===== src/rtl/mux_decoded_pipelined.sv =====
// rtl/mux_decoded_pipelined.sv - decoded-select way mux with priority, quality flags and a registered valid/ready output stage
// A saturating counter tallies accepted multi-hot selects for debug.
module mux_decoded_pipelined #(
  parameter int NUMBER_WAY                = 8,
  parameter int SINGLE_ENTRY_SIZE_IN_BITS = 32,
  parameter int INDEX_WIDTH               = 4,
  parameter int PRIORITY_HIGH             = 0,
  parameter int COUNT_WIDTH               = 8
) (
  input  logic                                            clk_in,
  input  logic                                            reset_in,
  input  logic [SINGLE_ENTRY_SIZE_IN_BITS*NUMBER_WAY-1:0] way_flatted_in,
  input  logic [NUMBER_WAY-1:0]                           sel_in,
  input  logic                                            valid_in,
  output logic                                            ready_out,
  output logic [SINGLE_ENTRY_SIZE_IN_BITS-1:0]            way_flatted_out,
  output logic [INDEX_WIDTH-1:0]                          sel_index_out,
  output logic                                            valid_out,
  input  logic                                            ready_in,
  output logic                                            multi_hot_out,
  output logic                                            none_selected_out,
  output logic [COUNT_WIDTH-1:0]                          multi_hot_count_out,
  input  logic                                            count_clear_in
);

  localparam int W = SINGLE_ENTRY_SIZE_IN_BITS;
  localparam logic [NUMBER_WAY-1:0]  SEL_ONE   = NUMBER_WAY'(1);
  localparam logic [COUNT_WIDTH-1:0] COUNT_MAX = '1;

  logic [INDEX_WIDTH-1:0] sel_index;
  logic [W-1:0]           sel_data;
  logic                   found;
  logic                   multi_hot;
  logic                   accept;
  int                     k;

  // Scan in priority order; the first set bit met wins.
  always_comb begin
    sel_index = '0;
    sel_data  = '0;
    found     = 1'b0;
    k         = 0;
    for (int i = 0; i < NUMBER_WAY; i++) begin
      k = (PRIORITY_HIGH != 0) ? (NUMBER_WAY - 1 - i) : i;
      if (sel_in[k] && !found) begin
        found     = 1'b1;
        sel_index = INDEX_WIDTH'(k);
        sel_data  = way_flatted_in[k*W +: W];
      end
    end
  end

  // Clearing the lowest set bit leaves something only if two or more were set.
  assign multi_hot = |(sel_in & (sel_in - SEL_ONE));
  assign ready_out = ~valid_out | ready_in;
  assign accept    = valid_in & ready_out;

  always_ff @(posedge clk_in) begin
    if (reset_in) begin
      valid_out           <= 1'b0;
      way_flatted_out     <= '0;
      sel_index_out       <= '0;
      multi_hot_out       <= 1'b0;
      none_selected_out   <= 1'b0;
      multi_hot_count_out <= '0;
    end else begin
      if (accept) begin
        valid_out         <= 1'b1;
        way_flatted_out   <= sel_data;
        sel_index_out     <= sel_index;
        multi_hot_out     <= multi_hot;
        none_selected_out <= ~found;
      end else if (ready_in) begin
        valid_out <= 1'b0;
      end

      if (count_clear_in) begin
        multi_hot_count_out <= '0;
      end else if (accept && multi_hot && (multi_hot_count_out != COUNT_MAX)) begin
        multi_hot_count_out <= multi_hot_count_out + 1'b1;
      end
    end
  end

endmodule


===== config.mk =====
export PLATFORM = sky130hd
export DESIGN_NAME = mux_decoded_pipelined
export DESIGN_NICKNAME = d
export VERILOG_FILES = /design/src/rtl/mux_decoded_pipelined.sv
export SDC_FILE = /design/constraint.sdc
export NUM_CORES = 1
export LEC_CHECK = 0
export CELL_PAD_IN_SITES_DETAIL_PLACEMENT = 1
export CELL_PAD_IN_SITES_GLOBAL_PLACEMENT = 1
export CORE_UTILIZATION = 23
export DETAILED_ROUTE_END_ITERATION = 8
export PLACE_DENSITY = 0.93
export SYNTH_ARGS = -nofsm -noshare
export SYNTH_HDL_FRONTEND = slang
export SYNTH_SLANG_ARGS = --single-unit

===== constraint.sdc =====
create_clock -name clk_in -period 5.1 [get_ports clk_in]
set_input_delay 1.275 -clock clk_in [delete_from_list [all_inputs] [get_ports clk_in]]
set_output_delay 1.275 -clock clk_in [all_outputs]
set_load 0.02 [all_outputs]

==> Yosys cells after proc, flatten, opt, wreduce, memory -nomap -nowiden <==
Cells that the tools add are included.
{ "word_totals": {"register_bits": 47, "input_bits": 269, "wordCells": 58} }
{ "op_classes": {"n_addsub": 2, "eq_ne": 1, "mux": 25, "bitwise": 5, "reduce_logical": 19} }
{ "op_table": {"columns": ["cell", "n"], "rows": [
  ["$mux 32", 8],
  ["$mux 4", 6],
  ["$mux 1", 11],
  ["$logic_and 1x1->1", 9],
  ["$add 8x1->8 const B", 1],
  ["$and 8x8->8", 1],
  ["$ne 8x8->1 const B", 1],
  ["$reduce_or 8->1", 1],
  ["$sub 8x1->8 const B", 1],
  ["$logic_not 1->1", 7],
  ["$not 1->1", 2],
  ["$reduce_bool 2->1", 1],
  ["$reduce_or 2->1", 1],
  ["$and 1x1->1", 1],
  ["$or 1x1->1", 1]
]} }

==> Longest topological paths before layout <==
Gate-level depths: netlist of run 1.
{ "logic_depth": {"depth_word": 23, "depth_mapped": 8, "depth_no_buf": 6} }

==> Worst setup path after synthesis of run 1 <==
OpenSTA, ideal clock, no wires.
{ "synth_path": {"path_kind": "input to register", "start": "in sel_in[1]", "end": "reg way_flatted_out[10]", "arrival_time_ns": 2.738, "required_ns": 4.976, "setup_slack_ns": 2.238, "path_stages": 7, "path_buffers": 2, "path_cell_list": "buf_6 > or4_4 > buf_6 > or4_4 > a21oi_1 > or4_1 > a21oi_1"} }
{ "synth_via": {"elab_chain_len": 20, "word_cells_on_any_way": 26} }
{ "synth_rtl": {"columns": ["element", "line", "rtl"], "rows": [
  ["from (decl)", "13", "input logic [NUMBER_WAY-1:0] sel_in,"],
  ["$logic_and 1x1->1 (*)", "45", "if (sel_in[k] && !found) begin"],
  ["$mux 1", "45", null],
  ["$logic_not 1->1", "45", null],
  ["$logic_and 1x1->1", "45", null],
  ["$mux 1", "45", null],
  ["$logic_not 1->1", "45", null],
  ["$logic_and 1x1->1", "45", null],
  ["$mux 1", "45", null],
  ["[... 4 more ...]", null, null],
  ["$logic_and 1x1->1", "45", null],
  ["$mux 1", "45", null],
  ["$logic_not 1->1", "45", null],
  ["$logic_and 1x1->1", "45", null],
  ["$mux 1", "45", null],
  ["$logic_not 1->1", "45", null],
  ["$logic_and 1x1->1", "45", null],
  ["$mux 32 (*)", "45", null],
  ["to (signal assigned)", "69", "way_flatted_out <= sel_data;"],
  ["to (decl)", "16", "output logic [SINGLE_ENTRY_SIZE_IN_BITS-1:0] way_flatted_out,"]
]} }
Every way passes the cells marked *; elsewhere a longest branch is shown, timed or not.
A chain may end at the register's enable or synchronous reset.

==> Final worst setup path of run 1 <==
{ "layout_path": {"start": "in ready_in", "end": "out ready_out"} }
{ "layout_via": {"elab_chain_len": 1} }
{ "layout_rtl": {"columns": ["element", "line", "rtl"], "rows": [
  ["from (decl)", "19", "input logic ready_in,"],
  ["$or 1x1->1", "55", "assign ready_out = ~valid_out | ready_in;"],
  ["to (decl)", "15", "output logic ready_out,"]
]} }
Every way passes these cells.

==> run_results.csv, run 1 <==
group,metric,value,unit
floorplan,die_h,132,um
run_status,outcome,"complete, no violations",
worst_setup_path,slowest_stage,"clkdlybuf4s50_1",
yosys,yosysTopAreaCell,"dfxtp_1",
sta,post-route-period-util,76.6,%
cts,cts_buffer_depth,2,
yosys,ys_warn_count,0,
worst_setup_path,max_stage_delay,650,ps
hold_path,hold_end,"way_flatted_out[14]",
pwr,power,1.30,mW
hold_path,holdCritStartpoint,"way_flatted_out[14]",
grt,antenna_found_initial,1,
sta,worstMarginPinSlew,1030,ps
pwr,irDropWorstVdd,114,uV
grt,grt-ovfl-total,0,
drt,drt_wl_total,22100,um
run,maxCapViolCount,0,
sta,slew_violations,0,
worst_setup_path,r2r-end,"way_flatted_out[18]",
yosys,async_reset_ff_share,0,%
floorplan,die_w,132,um
final_layout,fillers,1972,
floorplan,core,16500,sq um
final_layout,drive_gt1_share,4.22,%
cts,post_cts_resized,0,
yosys,synth_common_cells,"a21oi_1 (62), nand2_1 (52), dfxtp_1 (46)",
yosys,synthCells,529,
cts,postCtsSetupRepairBufs,0,
final_layout,area_delta_synth_final,88.1,%
cts,cts_made_buffers,5,
worst_setup_path,path_max_fanout,5,
floorplan,pin_count,317,
yosys,synth_top_area_share,23.8,%
drt,drt_first_iter_violations,404,
grt,grt_util_all_layers,25.1,%
floorplan,start_util,23.5,%
yosys,ys_seq_area_share,23.8,%
yosys,synth_most_common_cell,"a21oi_1",
cts,cts_htree_levels,2,
grt,grt_max_degree,48,
worst_setup_path,r2r_cells,6,
yosys,synth.avg_cell_area,7.33,sq um
worst_setup_path,regToRegStartpoint,"valid_out",
cts,clk_latency,300,ps
worst_setup_path,path_buf_inv,2,
hold_path,hold_depth,2,
sta,setup_ws,1200,ps
sta,rsz0062_at_grt,"false",
sta,slew_headroom,30.8,%
sta,tns,0,ps
pwr,pwr_density_cell,178,nW/um^2
cts,cts_root_buf,"clkbuf_16",
cts,cts_tree,"built",
placement,io_buffer_count,315,
final_layout,layout.nets,1074,
pwr,p_leak,2.59,nW
drt,wire_per_inst,21.5,um
yosys,synthesis.area,3880,sq um
drt,ant_nets,0,
placement,dp_cells,1017,
cts,cts.sinks,46,
worst_setup_path,critical_path.top_delay_family,"buffers and inverters",
sta,fin_hold_ws,454,ps
worst_setup_path,ff2ff_setup_slack,2860,ps
sta,period_minus_slack,3900,ps
drt,firstDrtPassIters,7,
grt,grt_pass1_vias,5883,
sta,finalSetupViolCount,0,
worst_setup_path,path_cells,"clkdlybuf4s50_1 > nand2b_1 > clkdlybuf4s50_1",
yosys,synth.distinct_cells,53,
floorplan,die-area,17400,sq um
worst_setup_path,crit_type,"in -> out",
yosys,synth_nets,799,
placement,globalplace.congestion,0.896,
cts,clkTransAtPathRegs,60,ps
worst_setup_path,cp-start-kind,"input pin",
final_layout,utilization,44.1,%
hold_path,hold_path_class,"reg -> reg",
floorplan,rows,47,
yosys,synth_area_leaders,"dfxtp_1 (24%), a21oi_1 (8.0%), a221oi_1 (6.1%)",
worst_setup_path,required,3830,ps
cts,cts-hold-fix-buffers,0,
placement,dp_slack,964,ps
drt,post_drt_via_cell_ratio,5.51,
final_layout,stdcell_area,7290,sq um
yosys,synthFlopType,"dfxtp_1",
sta,worst_clock_skew,13.5,ps
drt,vias,5658,
worst_setup_path,crit_path_end_kind,"primary output",
yosys,synth_seq_cells,46,
worst_setup_path,cpMostUsedCell,"clkdlybuf4s50_1",
worst_setup_path,worstSetupPathDepth,3,
yosys,synth-edff-count,0,
sta,max_freq,0.256,GHz
placement,placed_area,7120,sq um
drt,drc,0,
sta,hold_viol,0,
final_layout,final_cells,1026,
worst_setup_path,critPathArrivalTime,2630,ps
placement,hpwl,17100,um
grt,grt_pass1_wl,33700,um
[worst reg2reg max path: cells and delay by family, from the launching register on]
family                 cells  cell delay, ps
AOI/OAI and AO/OA          2             390
buffers and inverters      1             430
DFF                        1             320
and+or+nand+nor            3            1040
[area by class of cell]
class                      instances  area, sq um  share of cell area, %
antenna                            1         2.50                 0.0343
clock buffer                       5          125                   1.72
clock inverter                     3         45.0                  0.618
inverter                          28          105                   1.44
multi-input combinational        397         2600                   35.7
sequential                        46          921                   12.6
tap                              220          275                   3.78
timing repair buffer             326         3220                   44.1
[worst max-delay path by stage]
stage,slack (ps),to,startpoint
floorplan,2240,way_flatted_out[10],sel_in[1]
global placement,1080,way_flatted_out[20],sel_in[3]
detailed placement,960,way_flatted_out[26],sel_in[3]
CTS,1180,ready_out,ready_in
global route,1070,way_flatted_out[8],sel_in[3]
finish,1200,ready_out,ready_in
[power breakdown]
part	switching [mW]	internal (mW)	leakage [nW]
logic	0.215	0.297	2.14
registers	0.0165	0.380	0.377
clock network	0.156	0.232	0.0760
[routing by layer]
metal  part of all wire (%)  global-route usage, %  vias to the layer above
li1                       -                      -                     2630
met1                     41                   29.8                     2711
met2                     50                   44.9                      280
met3                    7.3                   5.96                       37
met4                    2.1                   6.59                        0
met5                      0                      0                        -
[cells in the final DEF, fill, tap and decap left out, types with 2 or more instances in the layout]
cell	netlist	layout
nor4_1	3	3
or3_1	3	3
nor2_1	18	18
buf_2	7	4
a31oi_1	12	12
o221ai_1	25	25
o211ai_1	13	13
a221o_1	5	5
clkdlybuf4s50_1	0	311
or2_2	3	3
a211oi_1	4	4
or4_1	3	3
nand2_1	52	52
clkinvlp_4	0	2
a22oi_1	4	4
mux2i_1	2	2
nor3_1	3	3
a211o_1	23	23
or4_4	2	2
nand2b_1	8	8
a221oi_1	27	27
dfxtp_1	46	46
a2bb2oi_1	5	5
o21a_1	12	12
o21ai_0	32	32
nand4_1	3	3
a222oi_1	23	23
clkbuf_16	0	5
buf_4	3	11
nor2b_1	7	6
inv_1	27	27
nand3_1	22	22
a21oi_1	62	62
xnor2_1	3	3
[cells by family after synthesis]
logic type / share of synthesized area [%]
and+or+nand+nor: 17.4
DFF: 23.8
AOI/OAI and AO/OA: 47.7
muxes: 0.516
other: 0.0967
buffers and inverters: 9.23
adders and majority gates: 0.581
xor gates and xnor gates: 0.678
[state kept, by name (all words and copies together) (netlist names)]
register and flops:
way_flatted_out 32, multi_hot_count_out 8, multi_hot_out 1, sel_index_out 3, none_selected_out 1, valid_out 1
No activity file was read; power rests on OpenSTA's default activity.
==> run 2, diff against run 1 <==
--- a/config.mk
+++ b/config.mk
@@ -7,9 +7,9 @@
 export LEC_CHECK = 0
 export CELL_PAD_IN_SITES_DETAIL_PLACEMENT = 1
 export CELL_PAD_IN_SITES_GLOBAL_PLACEMENT = 1
-export CORE_UTILIZATION = 23
+export CORE_UTILIZATION = 21
 export DETAILED_ROUTE_END_ITERATION = 8
-export PLACE_DENSITY = 0.93
+export PLACE_DENSITY = 0.86
 export SYNTH_ARGS = -nofsm -noshare
 export SYNTH_HDL_FRONTEND = slang
 export SYNTH_SLANG_ARGS = --single-unit
==> constraint.sdc (replaced) <==
create_clock -name clk_in -period 4 [get_ports clk_in]
set_input_delay 1 -clock clk_in [delete_from_list [all_inputs] [get_ports clk_in]]
set_output_delay 1 -clock clk_in [all_outputs]
set_load 0.02 [all_outputs]
==> run_results.csv, run 2 (synthesized netlist as in run 1, its figures left out) <==
group,metric,value,unit
worst_setup_path,critPathArrivalTime,2350,ps
floorplan,die-area,19000,sq um
final_layout,drive_gt1_share,4.93,%
grt,grt_use_met1,27.0,%
sta,worstMarginPinSlew,917,ps
pwr,clkPwrFrac,28.1,%
cts,cts_root_buf,"clkbuf_16",
grt,antenna_found_initial,1,
drt,vias,5656,
sta,worst_clock_skew,7.14,ps
final_layout,area_delta_synth_final,89.3,%
run,maxCapViolCount,0,
cts,cts_made_buffers,5,
sta,slew_violations,0,
hold_path,hold_path_class,"reg -> reg",
placement,hpwl,17800,um
pwr,p_sw,513,uW
final_layout,fillers,2182,
grt,grt-ovfl-total,0,
sta,post-route-period-util,83.8,%
drt,post_drt_via_cell_ratio,5.43,
placement,globalplace.congestion,0.826,
sta,hold_viol,0,
sta,tns,0,ps
floorplan,pin_count,317,
final_layout,ff_latch_area,921,sq um
cts,clkTransAtPathRegs,70,ps
cts,cts-hold-fix-buffers,0,
pwr,intPower,1.10,mW
worst_setup_path,required,3000,ps
grt,busiest_layer,"met2",
cts,cts_tree,"built",
sta,rsz0062_at_grt,"false",
grt,grt_pass1_vias,5660,
sta,finalSetupViolCount,0,
cts,post_cts_resized,0,
grt,met2_usage,41.4,%
pwr,p_seq_share,31.3,%
floorplan,start_util,21.5,%
final_layout,layout.nets,1080,
final_layout,utilization,40.7,%
grt,grt_max_degree,57,
floorplan,die_h,138,um
floorplan,die_w,138,um
sta,slew_headroom,38.9,%
final_layout,multiInputGateArea,2600,sq um
drt,ant_nets,0,
cts,cts_buffer_depth,2,
cts,postCtsSetupRepairBufs,0,
final_layout,largest_reg_flops,32,
pwr,pwr_density_cell,220,nW/um^2
grt,grt_util_all_layers,22.9,%
worst_setup_path,crit_type,"in -> out",
sta,max_freq,0.298,GHz
floorplan,core,18000,sq um
final_layout,largest_register,"way_flatted_out",
worst_setup_path,crit_path_end_kind,"primary output",
worst_setup_path,path_max_fanout,5,
grt,met3_usage,5.30,%
cts,cts.sinks,46,
final_layout,final_cell_mix,"clkdlybuf4s50_1 (311), a21oi_1 (62), nand2_1 (52), dfxtp_1 (46), o21ai_0 (32)",
pwr,p_leak,2.62,nW
final_layout,layout_commonest_cell,"clkdlybuf4s50_1",
pwr,irDropWorstVdd,166,uV
worst_setup_path,cp-start-kind,"input pin",
placement,io_buffer_count,315,
pwr,p_comb_share,40.7,%
pwr,swShare,31.8,%
run_status,outcome,"complete, no violations",
drt,firstDrtPassIters,5,
grt,grt_pass1_wl,32100,um
drt,drt_wl_total,23000,um
drt,drt_first_iter_violations,268,
drt,wire_per_inst,22.1,um
final_layout,reg.largest.list,"way_flatted_out: 32 flops, multi_hot_count_out: 8 flops, sel_index_out: 3 flops",
floorplan,rows,49,
drt,drc,0,
worst_setup_path,ff2ff_setup_slack,2200,ps
cts,cts_htree_levels,2,
sta,period_minus_slack,3350,ps
pwr,power,1.62,mW
cts,clk_latency,300,ps
==> run 2: power groups by stage <==
stage | logic [mW] | clock network [mW] | registers, mW
floorplan | 0.222 | 0 | 0.544
global placement | 0.649 | 0 | 0.514
detailed placement | 0.657 | 0 | 0.515
CTS | 0.660 | 0.467 | 0.505
global route | 0.702 | 0.483 | 0.508
finish | 0.657 | 0.454 | 0.505
==> run 2: cell type report <==
type / count / area share [%]
sequential: 46 / 12.5
multi-input combinational: 397 / 35.4
clock inverter: 3 / 0.341
antenna: 1 / 0.0341
clock buffer: 5 / 1.70
tap: 229 / 3.90
timing repair buffer: 332 / 44.6
inverter: 28 / 1.43
==> run 2: worst paths after layout <==
| path | from | endpoint | cells past startpoint |
|---|---|---|---|
| worst max-delay path | ready_in | ready_out | 3 |
| worst min-delay path | way_flatted_out[17] | way_flatted_out[17] | 2 |
| worst max register to register | valid_out | way_flatted_out[7] | 6 |
| worst min register to register | way_flatted_out[17] | way_flatted_out[17] | 2 |
==> run 2: worst max-delay path: stages <==
cell             delay, ps
clkdlybuf4s50_1        460
nand2b_1               230
clkdlybuf4s50_1        650
==> run 2: metal layers <==
metal	part of all wire, %	routed length, um
met2	50	11600
met4	1.1	243
met3	8.1	1870
met5	0.057	13
met1	40	9280
==> run 2: through the flow <==
| step | area, sq um | setup slack [ps] | hold slack (ps) | cells |
|---|---|---|---|---|
| global route | 7340 | 590 | 489 | 1040 |
| detailed placement | 7190 | 591 | 451 | 1032 |
| CTS | 7340 | 629 | 468 | 1040 |
| floorplan | 3880 | 1410 | 530 | 529 |
| global placement | 7190 | 701 | 440 | 1032 |
| finish | 7340 | 647 | 467 | 1041 |
